===== config.mk =====
export PLATFORM = sky130hd
export DESIGN_NAME = inst_fetch_unit_flat
export DESIGN_NICKNAME = d
export VERILOG_FILES = /design/src/rtl/inst_fetch_unit_if.sv /design/src/rtl/inst_fetch_unit.sv /design/src/flat_wrapper.sv
export SDC_FILE = /design/constraint.sdc
export NUM_CORES = 1
export LEC_CHECK = 0
export CORE_MARGIN = 8
export CORE_UTILIZATION = 37
export CTS_BUF_LIST = sky130_fd_sc_hd__clkbuf_4
export DETAILED_ROUTE_END_ITERATION = 10
export SYNTH_ARGS = -nofsm -noshare
export SYNTH_HDL_FRONTEND = slang
export SYNTH_SLANG_ARGS = --single-unit

===== constraint.sdc =====
create_clock -name clk -period 4.4 [get_ports clk]
set_input_delay 0.88 -clock clk [delete_from_list [all_inputs] [get_ports clk]]
set_output_delay 0.88 -clock clk [all_outputs]
set_load 0.01 [all_outputs]

===== src/rtl/inst_fetch_unit_if.sv =====
// Instruction fetch bus: request channel to memory, response channel back, and
// the buffered instruction channel toward decode.
interface inst_fetch_unit_if #(
    parameter int PC_BIT      = 8,
    parameter int INST_ID_BIT = 8,
    parameter int OP_BIT      = 3,
    parameter int REG_ID_BIT  = 3,
    parameter int IMM_BIT     = 4
);
    // Every channel is valid/ready: a transfer happens on the rising clock edge
    // where both are high; once raised, valid and its payload hold until taken.
    logic                   fetch_vld;
    logic                   fetch_rdy;
    logic [PC_BIT-1:0]      fetch_pc;
    logic [INST_ID_BIT-1:0] fetch_id;

    logic                   inst_vld;
    logic                   inst_rdy;
    logic [INST_ID_BIT-1:0] inst_id;
    logic                   inst_last;
    logic [OP_BIT-1:0]      inst_op;
    logic [REG_ID_BIT-1:0]  inst_dst_reg;
    logic [REG_ID_BIT-1:0]  inst_src_reg0;
    logic [REG_ID_BIT-1:0]  inst_src_reg1;
    logic [IMM_BIT-1:0]     inst_imm;

    logic                   dec_vld;
    logic                   dec_rdy;
    logic [INST_ID_BIT-1:0] dec_id;
    logic                   dec_last;
    logic [OP_BIT-1:0]      dec_op;
    logic [REG_ID_BIT-1:0]  dec_dst_reg;
    logic [REG_ID_BIT-1:0]  dec_src_reg0;
    logic [REG_ID_BIT-1:0]  dec_src_reg1;
    logic [IMM_BIT-1:0]     dec_imm;

    modport master (
        output fetch_vld, fetch_pc, fetch_id,
        input  fetch_rdy,
        input  inst_vld, inst_id, inst_last, inst_op, inst_dst_reg,
               inst_src_reg0, inst_src_reg1, inst_imm,
        output inst_rdy,
        output dec_vld, dec_id, dec_last, dec_op, dec_dst_reg,
               dec_src_reg0, dec_src_reg1, dec_imm,
        input  dec_rdy
    );

    modport slave (
        input  fetch_vld, fetch_pc, fetch_id,
        output fetch_rdy,
        output inst_vld, inst_id, inst_last, inst_op, inst_dst_reg,
               inst_src_reg0, inst_src_reg1, inst_imm,
        input  inst_rdy,
        input  dec_vld, dec_id, dec_last, dec_op, dec_dst_reg,
               dec_src_reg0, dec_src_reg1, dec_imm,
        output dec_rdy
    );
endinterface


===== src/rtl/inst_fetch_unit.sv =====
// Sequential instruction fetcher with tag check and credit-limited FIFO toward decode.
// Optional FETCH_STALL_CNT_EN adds a saturating count of stalled fetch cycles.
module inst_fetch_unit #(
    parameter int PC_BIT      = 8,
    parameter int INST_ID_BIT = 8,
    parameter int OP_BIT      = 3,
    parameter int REG_ID_BIT  = 3,
    parameter int IMM_BIT     = 4,
    parameter int BUF_DEPTH   = 4
) (
    input  logic              clk,
    input  logic              rst_n,
    input  logic              start,
    input  logic [PC_BIT-1:0] start_pc,
    inst_fetch_unit_if.master bus,
    output logic              fetch_done,
    output logic              id_err,
    output logic [1:0]        state_dbg
`ifdef FETCH_STALL_CNT_EN
    ,
    output logic [15:0]       stall_cnt
`endif
);
    localparam int PTR_W = $clog2(BUF_DEPTH);
    localparam int CNT_W = PTR_W + 1;
    localparam int ENT_W = INST_ID_BIT + 1 + OP_BIT + 3 * REG_ID_BIT + IMM_BIT;
    localparam logic [CNT_W:0] DEPTH_C = (CNT_W + 1)'(BUF_DEPTH);

    typedef enum logic [1:0] {IDLE = 2'd0, RUN = 2'd1, DRAIN = 2'd2, DONE = 2'd3} state_t;

    state_t                 state, state_nxt;
    logic [PC_BIT-1:0]      next_pc;
    logic [INST_ID_BIT-1:0] next_id, exp_id;
    logic [CNT_W-1:0]       outstanding, fifo_count;
    logic [PTR_W-1:0]       wr_ptr, rd_ptr;
    logic [ENT_W-1:0]       fifo_mem [BUF_DEPTH];
    logic [CNT_W:0]         credit_used;
    logic                   fetch_vld_c, inst_rdy_c;
    logic                   start_hs, fetch_hs, resp_hs, push, pop;

    // Credits cover both buffered and in-flight instructions, so a response always has a slot.
    assign credit_used = {1'b0, fifo_count} + {1'b0, outstanding};
    assign start_hs    = (state == IDLE) && start;
    assign fetch_hs    = fetch_vld_c && bus.fetch_rdy;
    assign resp_hs     = bus.inst_vld && inst_rdy_c;
    assign push        = resp_hs && (state == RUN);
    assign pop         = bus.dec_vld && bus.dec_rdy;
    assign state_dbg   = state;

    assign bus.fetch_vld = fetch_vld_c;
    assign bus.fetch_pc  = next_pc;
    assign bus.fetch_id  = next_id;
    assign bus.inst_rdy  = inst_rdy_c;
    assign bus.dec_vld   = (fifo_count != '0);
    assign {bus.dec_id, bus.dec_last, bus.dec_op, bus.dec_dst_reg,
            bus.dec_src_reg0, bus.dec_src_reg1, bus.dec_imm} = fifo_mem[rd_ptr];

    always_ff @(posedge clk or negedge rst_n) begin
        if (!rst_n) state <= IDLE;
        else        state <= state_nxt;
    end

    always_comb begin
        state_nxt = state;
        unique case (state)
            IDLE:    if (start) state_nxt = RUN;
            RUN:     if (resp_hs && bus.inst_last) state_nxt = DRAIN;
            DRAIN:   if (outstanding == '0 && fifo_count == '0) state_nxt = DONE;
            DONE:    state_nxt = IDLE;
            default: state_nxt = IDLE;
        endcase
    end

    always_comb begin
        fetch_vld_c = 1'b0;
        inst_rdy_c  = 1'b0;
        fetch_done  = 1'b0;
        unique case (state)
            RUN: begin
                fetch_vld_c = (credit_used < DEPTH_C);
                inst_rdy_c  = 1'b1;
            end
            DRAIN:   inst_rdy_c = 1'b1;
            DONE:    fetch_done = 1'b1;
            default: ;
        endcase
    end

    always_ff @(posedge clk or negedge rst_n) begin
        if (!rst_n) begin
            next_pc     <= '0;
            next_id     <= '0;
            exp_id      <= '0;
            outstanding <= '0;
            fifo_count  <= '0;
            wr_ptr      <= '0;
            rd_ptr      <= '0;
            id_err      <= 1'b0;
        end else if (start_hs) begin
            next_pc     <= start_pc;
            next_id     <= '0;
            exp_id      <= '0;
            outstanding <= '0;
            fifo_count  <= '0;
            wr_ptr      <= '0;
            rd_ptr      <= '0;
            id_err      <= 1'b0;
        end else begin
            if (fetch_hs) begin
                next_pc <= next_pc + PC_BIT'(1);
                next_id <= next_id + INST_ID_BIT'(1);
            end
            case ({fetch_hs, resp_hs})
                2'b10:   outstanding <= outstanding + CNT_W'(1);
                2'b01:   outstanding <= outstanding - CNT_W'(1);
                default: ;
            endcase
            // Discarded speculative responses still advance the expected tag.
            if (resp_hs) begin
                exp_id <= exp_id + INST_ID_BIT'(1);
                if (bus.inst_id != exp_id) id_err <= 1'b1;
            end
            if (push) wr_ptr <= wr_ptr + PTR_W'(1);
            if (pop)  rd_ptr <= rd_ptr + PTR_W'(1);
            case ({push, pop})
                2'b10:   fifo_count <= fifo_count + CNT_W'(1);
                2'b01:   fifo_count <= fifo_count - CNT_W'(1);
                default: ;
            endcase
        end
    end

    always_ff @(posedge clk) begin
        if (push) begin
            fifo_mem[wr_ptr] <= {bus.inst_id, bus.inst_last, bus.inst_op, bus.inst_dst_reg,
                                 bus.inst_src_reg0, bus.inst_src_reg1, bus.inst_imm};
        end
    end

`ifdef FETCH_STALL_CNT_EN
    always_ff @(posedge clk or negedge rst_n) begin
        if (!rst_n)                                               stall_cnt <= '0;
        else if (start_hs)                                        stall_cnt <= '0;
        else if (fetch_vld_c && !bus.fetch_rdy && stall_cnt != 16'hFFFF) stall_cnt <= stall_cnt + 16'd1;
    end
`endif
endmodule


===== src/flat_wrapper.sv =====
// flat-port wrapper written by rule: the top's interface ports become plain ports
module inst_fetch_unit_flat 
#(
    parameter int PC_BIT      = 8,
    parameter int INST_ID_BIT = 8,
    parameter int OP_BIT      = 3,
    parameter int REG_ID_BIT  = 3,
    parameter int IMM_BIT     = 4,
    parameter int BUF_DEPTH   = 4
)
  (clk, rst_n, start, start_pc, fetch_done, id_err, state_dbg, bus_fetch_vld, bus_fetch_pc, bus_fetch_id, bus_fetch_rdy, bus_inst_vld, bus_inst_id, bus_inst_last, bus_inst_op, bus_inst_dst_reg, bus_inst_src_reg0, bus_inst_src_reg1, bus_inst_imm, bus_inst_rdy, bus_dec_vld, bus_dec_id, bus_dec_last, bus_dec_op, bus_dec_dst_reg, bus_dec_src_reg0, bus_dec_src_reg1, bus_dec_imm, bus_dec_rdy);
  inst_fetch_unit_if #(.PC_BIT(PC_BIT), .INST_ID_BIT(INST_ID_BIT), .OP_BIT(OP_BIT), .REG_ID_BIT(REG_ID_BIT), .IMM_BIT(IMM_BIT)) bus_i ();
  input  logic clk;
  input  logic rst_n;
  input  logic start;
  input  logic [PC_BIT-1:0] start_pc;
  output logic fetch_done;
  output logic id_err;
  output logic [1:0] state_dbg;
  output wire logic [$bits(bus_i.fetch_vld)-1:0] bus_fetch_vld;
  output wire logic [$bits(bus_i.fetch_pc)-1:0] bus_fetch_pc;
  output wire logic [$bits(bus_i.fetch_id)-1:0] bus_fetch_id;
  input wire logic [$bits(bus_i.fetch_rdy)-1:0] bus_fetch_rdy;
  input wire logic [$bits(bus_i.inst_vld)-1:0] bus_inst_vld;
  input wire logic [$bits(bus_i.inst_id)-1:0] bus_inst_id;
  input wire logic [$bits(bus_i.inst_last)-1:0] bus_inst_last;
  input wire logic [$bits(bus_i.inst_op)-1:0] bus_inst_op;
  input wire logic [$bits(bus_i.inst_dst_reg)-1:0] bus_inst_dst_reg;
  input wire logic [$bits(bus_i.inst_src_reg0)-1:0] bus_inst_src_reg0;
  input wire logic [$bits(bus_i.inst_src_reg1)-1:0] bus_inst_src_reg1;
  input wire logic [$bits(bus_i.inst_imm)-1:0] bus_inst_imm;
  output wire logic [$bits(bus_i.inst_rdy)-1:0] bus_inst_rdy;
  output wire logic [$bits(bus_i.dec_vld)-1:0] bus_dec_vld;
  output wire logic [$bits(bus_i.dec_id)-1:0] bus_dec_id;
  output wire logic [$bits(bus_i.dec_last)-1:0] bus_dec_last;
  output wire logic [$bits(bus_i.dec_op)-1:0] bus_dec_op;
  output wire logic [$bits(bus_i.dec_dst_reg)-1:0] bus_dec_dst_reg;
  output wire logic [$bits(bus_i.dec_src_reg0)-1:0] bus_dec_src_reg0;
  output wire logic [$bits(bus_i.dec_src_reg1)-1:0] bus_dec_src_reg1;
  output wire logic [$bits(bus_i.dec_imm)-1:0] bus_dec_imm;
  input wire logic [$bits(bus_i.dec_rdy)-1:0] bus_dec_rdy;
  assign bus_fetch_vld = bus_i.fetch_vld;
  assign bus_fetch_pc = bus_i.fetch_pc;
  assign bus_fetch_id = bus_i.fetch_id;
  assign bus_i.fetch_rdy = bus_fetch_rdy;
  assign bus_i.inst_vld = bus_inst_vld;
  assign bus_i.inst_id = bus_inst_id;
  assign bus_i.inst_last = bus_inst_last;
  assign bus_i.inst_op = bus_inst_op;
  assign bus_i.inst_dst_reg = bus_inst_dst_reg;
  assign bus_i.inst_src_reg0 = bus_inst_src_reg0;
  assign bus_i.inst_src_reg1 = bus_inst_src_reg1;
  assign bus_i.inst_imm = bus_inst_imm;
  assign bus_inst_rdy = bus_i.inst_rdy;
  assign bus_dec_vld = bus_i.dec_vld;
  assign bus_dec_id = bus_i.dec_id;
  assign bus_dec_last = bus_i.dec_last;
  assign bus_dec_op = bus_i.dec_op;
  assign bus_dec_dst_reg = bus_i.dec_dst_reg;
  assign bus_dec_src_reg0 = bus_i.dec_src_reg0;
  assign bus_dec_src_reg1 = bus_i.dec_src_reg1;
  assign bus_dec_imm = bus_i.dec_imm;
  assign bus_i.dec_rdy = bus_dec_rdy;
  inst_fetch_unit #(.PC_BIT(PC_BIT), .INST_ID_BIT(INST_ID_BIT), .OP_BIT(OP_BIT), .REG_ID_BIT(REG_ID_BIT), .IMM_BIT(IMM_BIT), .BUF_DEPTH(BUF_DEPTH)) u_core (.clk(clk), .rst_n(rst_n), .start(start), .start_pc(start_pc), .bus(bus_i), .fetch_done(fetch_done), .id_err(id_err), .state_dbg(state_dbg));
endmodule

==> results.sh, run 1 <==
export IMPL_syn_to_final_growth_pct=23.19
export IMPL_cts_buffers=17
export IMPL_finalSetupViolations=0
export IMPL_status="finished, final reports clean"
export IMPL_synth_seq_cells=137
export IMPL_htreeDepth=4
export IMPL_register_area_um2=3930
export IMPL_cts_max_path_buffers=2
export IMPL_initial_core_util_pct=37.76
export IMPL_wl_um=11490
export IMPL_final_common_cell="edfxtp_1"
export IMPL_finalInstanceArea_um2=7072
export IMPL_die_w_um=140.6
export IMPL_ys_types=34
export IMPL_via_per_inst=5.133
export IMPL_wire_per_inst_um=17.79
export IMPL_gp_congestion=0.8005
export IMPL_io_pins=87
export IMPL_hpwl_um=7482
export IMPL_vias=3316
export IMPL_fin_crit_ns=3.589
export IMPL_first_pass_iters=5
export IMPL_dieArea_um2=19760
export IMPL_dp_cells=614
export IMPL_finalCritPeriodShare_pct=81.57
export IMPL_postCtsHoldBufs=0
export IMPL_io_buffer_count=86
export IMPL_cts_tree="built"
export IMPL_final_setup_tns_ns=0
export IMPL_slew_headroom_pct=37.79
export IMPL_drc=0
export IMPL_fillers=1354
export IMPL_post_cts_setup_buffer_count=0
export IMPL_grt_antenna_before_repair=1
export IMPL_syn_inst=348
export IMPL_ir_drop_v=0.0002447
export IMPL_required_ns=3.52
export IMPL_nets=502
export IMPL_yosys_warnings=0
export IMPL_p_per_area_nw_per_um2=576.5
export IMPL_async_reset_ff_share_pct=27.01
export IMPL_cts_clk_slew_worst_paths_ns=0.12
export IMPL_drtIter0Drc=142
export IMPL_path_class="flop to output port"
export IMPL_synth_edff_count=100
export IMPL_skew_ns=0.01132
export IMPL_hp_class="input pin to async pin"
export IMPL_max_freq_mhz=278.6
export IMPL_layout_common_cells="100 x edfxtp_1, 85 x clkdlybuf4s50_1, 36 x dfrtp_1"
export IMPL_seq_area_frac_synth_pct=68.44
export IMPL_ant_nets=0
export IMPL_end_kind="output port"
export IMPL_cts_sinks=137
export IMPL_crit_arrival_ns=2.71
export IMPL_tightest_slew_ns=0.9331
export IMPL_grt_pass1_wl_um=18240
export IMPL_rsz0062_at_grt="no"
export IMPL_timing_max_transition_violations_final=0
export IMPL_grt_usage_pct=12.12
export IMPL_grt_max_degree=38
export IMPL_synthFlopType="edfxtp_1"
export IMPL_diodes=0
export IMPL_syn_area_per_cell_um2=16.50
export IMPL_cp_max_fo=9
export IMPL_cts_root_buf="clkbuf_4"
export IMPL_clk_latency_ns=0.52
export IMPL_grt_overflow=0
export IMPL_stdcell_count=646
export IMPL_design_core_area_um2=15200
export IMPL_syn_area_um2=5741
export IMPL_grt_pass1_vias=3421
export IMPL_timing_final_hold_violations=0
export IMPL_multi_input_comb_area_um2=1737
export IMPL_fp_dieH_um=140.6
export IMPL_placed_cell_area_um2=6822
export IMPL_p_leak_nw=2.546
export IMPL_cap_violations=0
export IMPL_drive_gt1_share_pct=14.19
export IMPL_cp_start_kind="flop"
export IMPL_cts_resized=0
export IMPL_num_rows=45
export IMPL_syn_nets=405
export IMPL_total_power_mw=4.077
[layout make-up]
| class | instances | area share (%) |
|---|---|---|
| clock buffers | 17 | 1.805 |
| flip-flops and latches | 137 | 55.57 |
| inverters | 5 | 0.2654 |
| multi-input cells | 192 | 24.56 |
| clock inverters | 15 | 1.734 |
| well taps | 188 | 3.326 |
| repair buffers | 92 | 12.74 |
[cells by family after synthesis]
group,share of synthesized area [%]
fa+ha+maj,4.185
xor+xnor,4.730
simple gates,8.152
compound gates,2.136
mux,11.05
flops,68.44
buf+inv,1.308
[final timing paths]
check / startpoint / end / slack (ns) / cells after the start
worst max register to register: u_core.state_dbg[1] / u_core.outstanding[2] / 1.27 / 9
worst min register to register: u_core.exp_id[7] / u_core.exp_id[7] / 0.58 / 2
min in group clk: u_core.exp_id[7] / u_core.exp_id[7] / 0.58 / 2
worst min-delay path: rst_n / u_core.bus.fetch_id[7] / 0.45 / 1
max in group asynchronous: rst_n / u_core.rd_ptr[0] / 3.38 / 1
worst max-delay path: u_core.state_dbg[1] / bus_fetch_vld / 0.81 / 5
[power breakdown]
group	internal [mW]	total [mW]	switching, mW	leakage [nW]
clock network	0.280	0.743	0.463	0.132
registers	1.58	1.81	0.227	1.38
logic	0.842	1.52	0.681	1.04
[state kept, by name, indices dropped and copies added (netlist names)]
register / count
u_core.outstanding: 3
u_core.wr_ptr: 2
u_core.id_err: 1
u_core.fifo_mem: 100
u_core.state_dbg: 2
u_core.exp_id: 8
u_core.bus.fetch_id: 8
u_core.fifo_count: 3
u_core.rd_ptr: 2
u_core.bus.fetch_pc: 8
[synth_stat cells, types with 2 or more instances]
cell type / n / area share (%)
nor4_1: 3 / 0.33
o211ai_1: 3 / 0.39
and2_1: 3 / 0.33
ha_1: 16 / 3.5
nor3_1: 3 / 0.26
nand2_1: 17 / 1.1
inv_1: 5 / 0.33
clkbuf_1: 10 / 0.65
a31oi_1: 2 / 0.22
dfrtp_1: 37 / 16
xor2_1: 18 / 2.7
nand3_1: 9 / 0.78
nor2_1: 27 / 1.8
or4_1: 5 / 0.65
fa_1: 2 / 0.70
mux2i_1: 6 / 1.0
buf_2: 3 / 0.26
mux4_2: 25 / 9.8
and3_1: 7 / 0.76
or3_1: 3 / 0.33
o21ai_0: 6 / 0.52
nand4_1: 10 / 1.1
edfxtp_1: 100 / 52
a21oi_1: 6 / 0.52
xnor2_1: 13 / 2.0
[worst max-delay path: stages, from the launching register on]
cell,delay [ns]
dfrtp_1,0.44
inv_1,0.12
ha_1,0.31
or4b_1,0.63
nor2_1,0.16
clkdlybuf4s50_1,0.55
[per-layer routing]
layer / vias up / GRT usage [%] / share of wire, %
met4: 2 / 4.581 / 1.1
met5: - / 0 / 0.11
li1: 1537 / - / -
met2: 97 / 19.02 / 47
met3: 12 / 5.641 / 7.8
met1: 1668 / 14.28 / 44
[through the flow]
step                utilization (%)  hold slack [ns]  setup WS [ns]
finish                        46.52           0.4454         0.8108
global route                  46.52           0.4345         0.5292
CTS                           46.52           0.4200         0.6902
detailed placement            44.87           0.5640          1.176
global placement              44.87           0.5415          1.230
floorplan                         -           0.5238          1.709
(Power assumes the default switching activity.)
==> run 2: changes to the inputs <==
==> constraint.sdc (replaced) <==
create_clock -name clk -period 3.6 [get_ports clk]
set_input_delay 0.72 -clock clk [delete_from_list [all_inputs] [get_ports clk]]
set_output_delay 0.72 -clock clk [all_outputs]
set_load 0.01 [all_outputs]
==> results.sh, run 2 (synthesized netlist as in run 1, its figures left out) <==
export IMPL_status="finished, final reports clean"
export IMPL_first_pass_iters=4
export IMPL_top_register="u_core.fifo_mem"
export IMPL_final_setup_tns_ns=0
export IMPL_dp_slack_ns=0.6406
export IMPL_combPwrFrac_pct=39.2
export IMPL_finalSetupViolations=0
export IMPL_grt_antenna_before_repair=1
export IMPL_postCtsHoldBufs=0
export IMPL_htreeDepth=4
export IMPL_io_pins=87
export IMPL_grt_usage_pct=12.18
export IMPL_rsz0062_at_grt="no"
export IMPL_grt_max_degree=38
export IMPL_cp_start_kind="flop"
export IMPL_design_core_area_um2=15200
export IMPL_switching_share_pct=33.03
export IMPL_cts_root_buf="clkbuf_4"
export IMPL_layout_common_cells="100 x edfxtp_1, 85 x clkdlybuf4s50_1, 36 x dfrtp_1"
export IMPL_p_clk_share_pct=18.1
export IMPL_fp_dieH_um=140.6
export IMPL_drtIter0Drc=151
export IMPL_grt_pass1_wl_um=18690
export IMPL_end_kind="output port"
export IMPL_pwr_share_seq_pct=42.8
export IMPL_stdcell_count=647
export IMPL_gp_congestion=0.8023
export IMPL_p_per_area_nw_per_um2=706.8
export IMPL_largest_reg_flops=100
export IMPL_dp_cells=616
export IMPL_timing_final_hold_violations=0
export IMPL_skew_ns=0.01534
export IMPL_wl_um=11720
export IMPL_vias=3314
export IMPL_rrSetupSlack_ns=0.88
export IMPL_cts_sinks=137
export IMPL_clk_latency_ns=0.52
export IMPL_via_per_inst=5.122
export IMPL_required_ns=2.88
export IMPL_drc=0
export IMPL_tightest_slew_ns=0.8678
export IMPL_layout_setup_ws_ns=0.2628
export IMPL_p_leak_nw=2.564
export IMPL_final_common_cell="edfxtp_1"
export IMPL_crit_arrival_ns=2.62
export IMPL_cts_buffers=17
export IMPL_path_class="flop to output port"
export IMPL_io_buffer_count=86
export IMPL_cts_clk_slew_worst_paths_ns=0.12
export IMPL_nets=504
export IMPL_ir_drop_v=0.0003009
export IMPL_grt_overflow=0
export IMPL_wire_per_inst_um=18.11
export IMPL_diodes=0
export IMPL_die_w_um=140.6
export IMPL_cap_violations=0
export IMPL_grt_pass1_vias=3598
export IMPL_initial_core_util_pct=37.76
export IMPL_hp_class="input pin to async pin"
export IMPL_cp_max_fo=9
export IMPL_num_rows=45
export IMPL_fillers=1357
export IMPL_cts_tree="built"
export IMPL_max_freq_mhz=299.7
export IMPL_syn_to_final_growth_pct=23.76
export IMPL_p_int_mw=3.363
export IMPL_hpwl_um=7720
export IMPL_ant_nets=0
export IMPL_dieArea_um2=19760
export IMPL_drive_gt1_share_pct=14.81
export IMPL_finalCritPeriodShare_pct=92.70
export IMPL_cts_max_path_buffers=2
export IMPL_timing_max_transition_violations_final=0
export IMPL_switching_power_mw=1.658
export IMPL_slew_headroom_pct=42.15
export IMPL_fin_crit_ns=3.337
run 2: final timing paths:
| check | startpoint | to | cells after the start |
|---|---|---|---|
| worst max-delay path | u_core.state_dbg[1] | bus_fetch_vld | 5 |
| worst min-delay path | rst_n | u_core.exp_id[4] | 1 |
| worst min register to register | u_core.exp_id[7] | u_core.exp_id[7] | 2 |
| min in group clk | u_core.exp_id[7] | u_core.exp_id[7] | 2 |
| max in group asynchronous | rst_n | u_core.rd_ptr[0] | 1 |
| worst max register to register | u_core.state_dbg[1] | u_core.outstanding[2] | 9 |
run 2: area by class of cell:
class / instances / area (um2) / share of cell area (%)
timing repair buffer: 94 / 928.4 / 13.07
multi-input combinational: 192 / 1740 / 24.50
inverter: 5 / 18.77 / 0.2642
clock buffer: 20 / 150.1 / 2.113
tap: 188 / 235.2 / 3.311
clock inverter: 11 / 101.3 / 1.427
sequential: 137 / 3930 / 55.32
run 2: power groups by stage:
stage                     registers [mW]  clock network (mW)  logic, mW
final                               2.15               0.907       1.97
after global routing                2.19                1.00       2.17
after CTS                           2.15               0.949       2.01
after detailed placement            2.18                   0       2.00
after global placement              2.18                   0       1.97
after floorplan                     2.15                   0       1.14
run 2: metrics by stage:
step | hold WS [ns] | power (mW) | cell area (um2) | util [%]
after floorplan | 0.4244 | 3.287 | 5741 | -
after global placement | 0.5403 | 4.145 | 6849 | 45.05
after detailed placement | 0.5541 | 4.185 | 6849 | 45.05
after CTS | 0.2677 | 5.113 | 7101 | 46.71
after global routing | 0.3203 | 5.353 | 7104 | 46.73
final | 0.3019 | 5.022 | 7104 | 46.73
run 2: critical path, stage by stage (launching register included):
cell,delay (ns)
dfrtp_1,0.44
inv_1,0.11
ha_1,0.31
or4b_4,0.56
nor2_1,0.14
clkdlybuf4s50_1,0.55
run 2: routing by layer:
metal	track usage, %	routed length (um)
met5	0	8
met4	3.563	104
met3	5.233	844
met2	19.48	5346
met1	14.71	5415
run 2: repair_timing:
action                                  CTS  global route
endpoints found under the setup margin    0             1
setup buffers                             0             0
gates resized for setup                   0             1
